<file path="src/rtl/pipeline_ctrl.sv">
// rtl/pipeline_ctrl.sv - stall/flush sequencer for the dual-issue in-order pipeline
// Merges stage stalls into pipeline enables/kills and sequences mispredict recovery.
module pipeline_ctrl #(
  parameter int FLUSH_CYCLES = 2
) (
  input  logic        clock_i,
  input  logic        reset_i,
  input  logic        f1_stall_i,
  input  logic        f2_stall_i,
  input  logic        dec_stall_i,
  input  logic        exec_stall_i,
  input  logic        mem_stall_i,
  input  logic        wb_stall_i,
  input  logic        issue0_special_stall_i,
  input  logic        issue1_special_stall_i,
  input  logic        exec_wrong_branch_i,
  input  logic [31:0] exec_redirect_pc_i,
  output logic        backend_we_o,
  output logic        frontend_we_o,
  output logic        issue0_kill_o,
  output logic        issue1_kill_o,
  output logic        flush_front_o,
  output logic        redirect_valid_o,
  output logic [31:0] redirect_pc_o,
  output logic [1:0]  state_o,
  output logic [31:0] stall_cycles_o,
  output logic [15:0] flush_count_o
);

  localparam logic [1:0] S_RUN   = 2'd0;
  localparam logic [1:0] S_STALL = 2'd1;
  localparam logic [1:0] S_FLUSH = 2'd2;
  localparam logic [3:0] FLUSH_INIT = 4'(FLUSH_CYCLES);

  logic [1:0]  state_q, state_d;
  logic        pending_q, pending_d;
  logic [31:0] pend_pc_q, pend_pc_d;
  logic [3:0]  cnt_q, cnt_d;
  logic        accept;
  logic [31:0] accept_pc;
  logic        hold, istall0, istall1;

  assign hold = f1_stall_i | f2_stall_i | dec_stall_i | exec_stall_i | mem_stall_i | wb_stall_i;
  assign state_o = state_q;

  always_ff @(posedge clock_i or posedge reset_i) begin
    if (reset_i) begin
      state_q          <= S_RUN;
      pending_q        <= 1'b0;
      pend_pc_q        <= 32'd0;
      cnt_q            <= 4'd0;
      redirect_valid_o <= 1'b0;
      redirect_pc_o    <= 32'd0;
      stall_cycles_o   <= 32'd0;
      flush_count_o    <= 16'd0;
    end else begin
      state_q          <= state_d;
      pending_q        <= pending_d;
      pend_pc_q        <= pend_pc_d;
      cnt_q            <= cnt_d;
      redirect_valid_o <= accept;
      if (accept) begin
        redirect_pc_o <= accept_pc;
        flush_count_o <= flush_count_o + 16'd1;
      end
      if (hold && stall_cycles_o != 32'hFFFF_FFFF)
        stall_cycles_o <= stall_cycles_o + 32'd1;
    end
  end

  always_comb begin
    state_d   = state_q;
    pending_d = pending_q;
    pend_pc_d = pend_pc_q;
    cnt_d     = cnt_q;
    accept    = 1'b0;
    accept_pc = pend_pc_q;
    case (state_q)
      S_RUN: begin
        if (hold) begin
          state_d = S_STALL;
          if (exec_wrong_branch_i) begin
            pending_d = 1'b1;
            pend_pc_d = exec_redirect_pc_i;
          end
        end else if (exec_wrong_branch_i) begin
          accept    = 1'b1;
          accept_pc = exec_redirect_pc_i;
        end
      end
      S_STALL: begin
        if (hold) begin
          if (exec_wrong_branch_i) begin
            pending_d = 1'b1;
            pend_pc_d = exec_redirect_pc_i;
          end
        end else if (exec_wrong_branch_i) begin
          // a fresh mispredict in the release cycle supersedes the latched one
          accept    = 1'b1;
          accept_pc = exec_redirect_pc_i;
        end else if (pending_q) begin
          accept = 1'b1;
        end else begin
          state_d = S_RUN;
        end
      end
      S_FLUSH: begin
        if (!hold) begin
          if (cnt_q <= 4'd1) begin
            state_d = S_RUN;
            cnt_d   = 4'd0;
          end else begin
            cnt_d = cnt_q - 4'd1;
          end
        end
      end
      default: state_d = S_RUN;
    endcase
    if (accept) begin
      state_d   = S_FLUSH;
      cnt_d     = FLUSH_INIT;
      pending_d = 1'b0;
    end
  end

  always_comb begin
    istall0       = issue0_special_stall_i & !hold & (state_q != S_FLUSH);
    istall1       = issue1_special_stall_i & !hold & (state_q != S_FLUSH);
    backend_we_o  = !hold;
    frontend_we_o = !hold & !istall0 & !istall1;
    issue0_kill_o = istall1;
    issue1_kill_o = istall0;
    flush_front_o = (state_q == S_FLUSH);
  end

endmodule

</file>
<file path="config.mk">
export PLATFORM = sky130hd
export DESIGN_NAME = pipeline_ctrl
export DESIGN_NICKNAME = d
export VERILOG_FILES = /design/src/rtl/pipeline_ctrl.sv
export SDC_FILE = /design/constraint.sdc
export NUM_CORES = 1
export LEC_CHECK = 0
export CAP_MARGIN = 20
export CORE_ASPECT_RATIO = 0.9
export CORE_MARGIN = 1
export CORE_UTILIZATION = 50
export CTS_CLUSTER_DIAMETER = 200
export DETAILED_ROUTE_END_ITERATION = 12
export HOLD_SLACK_MARGIN = 0.15
export PLACE_DENSITY = 0.91
export SLEW_MARGIN = 20
export SYNTH_ARGS = -nofsm -noshare
export SYNTH_HDL_FRONTEND = slang
export SYNTH_SLANG_ARGS = --single-unit
</file>
<file path="constraint.sdc">
create_clock -name clock_i -period 5.7 [get_ports clock_i]
set_input_delay 1.14 -clock clock_i [delete_from_list [all_inputs] [get_ports clock_i]]
set_output_delay 1.14 -clock clock_i [all_outputs]
set_load 0.005 [all_outputs]
</file>
* Yosys cells after proc, flatten, opt, wreduce, memory -nomap -nowiden
Cells that the tools add are included.
Cells by class: add/subtract/negate cells 3, multipliers 0, divide/modulo/power cells 0, $lt $le $gt $ge 1, equality and inequality tests 11, shift-type cells 0, mux-type cells 25, bitwise logic cells 11, reductions and logical operators 14
Operators by type and width (count):
- 32-bit 2-to-1 mux | 3
- 32-bit by 1-bit adder with 32-bit output (second input constant) | 1
- 32-bit != test (second input constant) | 1
- 16-bit by 1-bit adder with 16-bit output (second input constant) | 1
- 4-bit 2-to-1 mux | 4
- 3-bit != test (second input constant) | 5
- 2-bit 2-to-1 mux | 7
- 1-bit 2-to-1 mux | 9
- 2-bit nonzero test | 4
- 1-bit bitwise AND | 6
- 2-bit case mux with 3 select lines | 1
- 6-bit AND reduction | 1
- 1-bit OR | 5
- 4-bit by 1-bit <= comparator with 1-bit output (second input constant) | 1
- 2-bit != test (second input constant) | 2
- 2-bit AND reduction | 2
- 4-bit by 1-bit subtractor with 4-bit output (second input constant) | 1
- 1-bit zero test | 3
- 3-bit by 1-bit != test with 1-bit output (second input constant) | 1
- 3-bit AND reduction | 1
- 2-bit by 1-bit == test with 1-bit output (second input constant) | 1
- 2-bit == test (second input constant) | 1
- 2-bit zero test | 1
- 1-bit case mux with 2 select lines | 1
- 2 further kinds | 2
Word-level totals: bits in registers 120, bits in latches 0, bits in writable memories 0, ROM bits 0, logic and storage cells 73, memories kept 0

* Logic depth before layout (Yosys ltp)
word-level depth 11, depth in mapped cells 10, gate-level depth less buffers 8

* Least setup slack after synthesis
Ideal clock, no wire load.
kind input-to-output, from input port f2_stall_i, to output port issue0_kill_o, arrival 2.349 ns, data required time 4.560 ns, path slack 2.211 ns, cell stages on the path 6, buffers on the path 2, cells stage by stage or4_1 > or2_1 > buf_6 > clkinv_4 > buf_4 > and3_1
On the way: word-level cells in the longest chain between the ends 8
RTL lines:
- start: declaration | line 9 | input logic f2_stall_i,
- 1-bit OR (5 in series) | line 43 | assign hold = f1_stall_i | f2_stall_i | dec_stall_i | exec_stall_i | mem_stall_i | wb_stall_i;
- 1-bit zero test
- named net backend_we_o | line 18 | output logic backend_we_o,
- 1-bit bitwise AND (2 in series) | line 128 | istall1 = issue1_special_stall_i & !hold & (state_q != S_FLUSH);
- end: declaration | line 20 | output logic issue0_kill_o,
The timed path passes the listed nets, and every way through them passes these cells.

* Worst setup path after layout
from input port f2_stall_i, to output port issue1_kill_o
On the way: word-level cells in the longest chain between the ends 8
RTL lines:
- 1-bit OR (5 in series) | line 43
- 1-bit zero test | line 127 | istall0 = issue0_special_stall_i & !hold & (state_q != S_FLUSH);
- 1-bit bitwise AND (2 in series) | line 127
- end: declaration | line 21 | output logic issue1_kill_o,
Every way passes these cells.

==> impl_metrics.yaml <==
status:
  status: "finished with violations"
  violations: "design-rule violations"
yosys:
  syn_avg_cell_area_um2: 11.88
  yosys_warnings: 0
  ys_ff_latch: 120
  yosysTopAreaCell: "dfrtp_1"
  synth_cells: 454
  synth-async-reset-ratio_pct: 100.0
  netlist_area_um2: 5394
  synth_edf_count: 0
  synthFlopType: "dfrtp_1"
  yosys.area.top_type_share_pct: 55.67
  synth_area_leaders: "dfrtp_1 56%, mux2_4 8.1%, xnor2_1 6.7%, mux2i_1 5.9%, a21oi_1 3.3%"
  ys_seq_area_share_pct: 55.67
  synth_nets: 501
  synth_cell_types: 40
cts:
  cts_buffer_depth: 2
  clk_pin_slew_ps: 50
  holdBufCountCts: 0
  post_cts_resized: 0
  clkLatencyLatePin_ps: 410
  cts_buffers: 17
  cts_tree: "done"
  post_cts_buffers: 0
  htree_levels: 4
  clock-sinks: 120
  ctsRootBufferMaster: "clkbuf_16"
floorplanning:
  die_x_um: 111.5
  core_um2: 10380
  dieArea_um2: 11210
  rows: 35
  io_pins: 131
  start_util_pct: 51.97
  die_y_um: 100.5
place:
  gp_congestion: 0.8651
  portBuffers: 130
  post-place-ws_ps: 1360
  dp_cells: 698
  dp_hpwl_mm: 8.612
finish:
  nets: 635
  final_common_cell: "clkdlybuf4s50_1"
  multi_input_area_um2: 2237
  layout_common_cells: "129 x clkdlybuf4s50_1, 120 x dfrtp_1, 44 x nor2_1, 41 x xnor2_1, 36 x a21oi_1"
  layout-drive-gt1-share_pct: 12.98
  area_growth_pct: 37.37
  num-fill-cells: 706
  fin_cells: 730
  final-seq-area_um2: 3003
  antennaDiodeCount: 0
global_routing:
  grt_max_degree: 86
  grt_first_pass_wirelength_mm: 21.21
  grt_pass1_vias: 4209
  grt_usage_pct: 24.68
  overflow: 0
  antenna_found_initial: 0
critical_path:
  endpoint_kind: "output port"
  reg2reg_depth: 5
  cp-start-kind: "input pin"
  crit_arrival_ps: 3210
  r2r-start: "stall_cycles_o[26]"
  r2r_slack_ps: 3250
  startpoint: "f2_stall_i"
  worst-setup-path-type: "in2out"
  r2r_end: "stall_cycles_o[18]"
  worstPathRequired_ps: 4560
  cp_max_fo: 12
  crit_end: "issue1_kill_o"
min_path:
  min_path_type: "reg2reg"
detailed_routing:
  wirelength_mm: 13.05
  wl_per_cell_um: 17.88
  drc: 13
  drtAntennaViolNets: 0
  drt_iter0_markers: 241
  viasPerCell: 5.566
  num_vias: 4063
  firstDrtPassIters: 9
sta:
  hold_viol: 0
  rsz0062_at_grt: "false"
  setup_viol: 0
  slew-limit-headroom_pct: 40.87
  fin_crit_ps: 4353
  slew_violations: 0
  worst_slack_ps: 1347
  tightest_slew_ps: 875.0
  min_period_over_period_pct: 76.37
  skew_ps: 11.64
  fmax_mhz: 229.7
  final.setup.tns_ps: 0
job:
  drv_cap: 0
power:
  p_per_area_nw_per_um2: 367.3
  worst_ir_drop_vdd_mv: 0.2145
  p_leak_nw: 3.252
==> area by class of cell <==
cell class              instances  share of cell area [%]
flip-flops and latches        120                   40.53
multi-input cells             309                   30.19
repair buffers                134                   17.90
clock buffers                  22                   6.535
clock inverters                10                   2.229
well taps                     129                   2.178
inverters                       6                  0.4390
==> routing by layer <==
metal	GRT usage (%)	vias to the layer above	part of all wire [%]	routed length [um]
met5	0	-	0	0
li1	-	1867	-	-
met3	6.554	27	6.4	840
met4	9.563	0	1.9	249
met2	42.36	147	49	6427
met1	30.10	2022	42	5534
==> power breakdown <==
part | leakage (nW) | internal [W] | switching (W)
clock network | 0.309 | 0.000779 | 0.000381
registers | 1.51 | 0.000974 | 0.000108
logic | 1.44 | 0.000299 | 0.000180
==> flip-flops by register name, summed over array words and instances (netlist names) <==
| name | flops |
|---|---|
| flush_count_o | 16 |
| pend_pc_q | 32 |
| state_o | 2 |
| pending_q | 1 |
| cnt_q | 4 |
| stall_cycles_o | 32 |
| redirect_valid_o | 1 |
| redirect_pc_o | 32 |
==> Yosys cell counts, types with 2 or more instances <==
master,n
inv_1,4
clkbuf_1,4
nor2_1,44
nand3_1,25
o21ai_0,6
buf_6,5
and2_1,2
nor4_1,4
buf_2,8
nand4_1,18
mux2_4,29
dfrtp_1,120
xor2_1,3
ha_1,4
and4_1,5
xnor2_1,41
a21oi_1,36
nor3_1,5
buf_4,2
mux2_2,4
or2_2,2
a31oi_1,2
mux2i_1,32
and3_1,13
nand2_1,21
==> cell families (layout without fill, tap and decap cells) <==
kind of cell,count (synthesis),count (layout),share of synthesized area (%)
fa+ha+maj,4,4,0.9279
compound gates,48,48,4.709
flops,120,120,55.67
simple gates,148,148,13.85
buf+inv,25,172,2.853
xor+xnor,44,44,7.145
mux,65,65,14.85
==> metrics by stage <==
step / total power, W / hold slack, ps / area (um^2) / util (%)
4_1_cts: 0.002737 / 478.3 / 7407 / 71.37
5_1_grt: 0.002828 / 497.5 / 7410 / 71.39
3_3_place_gp: 0.001537 / 459.5 / 6758 / 65.11
2_1_floorplan: 0.001277 / 449.8 / 5394 / -
3_5_place_dp: 0.001568 / 467.1 / 6758 / 65.11
6_report: 0.002721 / 474.9 / 7410 / 71.39
==> how the worst min path moves through the flow <==
stage	end	depth (start not counted)	from
floorplan	pending_q	1	pending_q
global placement	pending_q	1	pending_q
detailed placement	pending_q	1	pending_q
CTS	pending_q	1	pending_q
global route	pending_q	1	pending_q
finish	pending_q	1	pending_q
==> worst max-delay path, cell delays in order <==
cell and delay [ps]:
clkdlybuf4s50_1 390, or4_1 540, or2_1 330, clkinv_4 140, and3_1 160, clkdlybuf4s50_1 510
(Power assumes the default switching activity.)
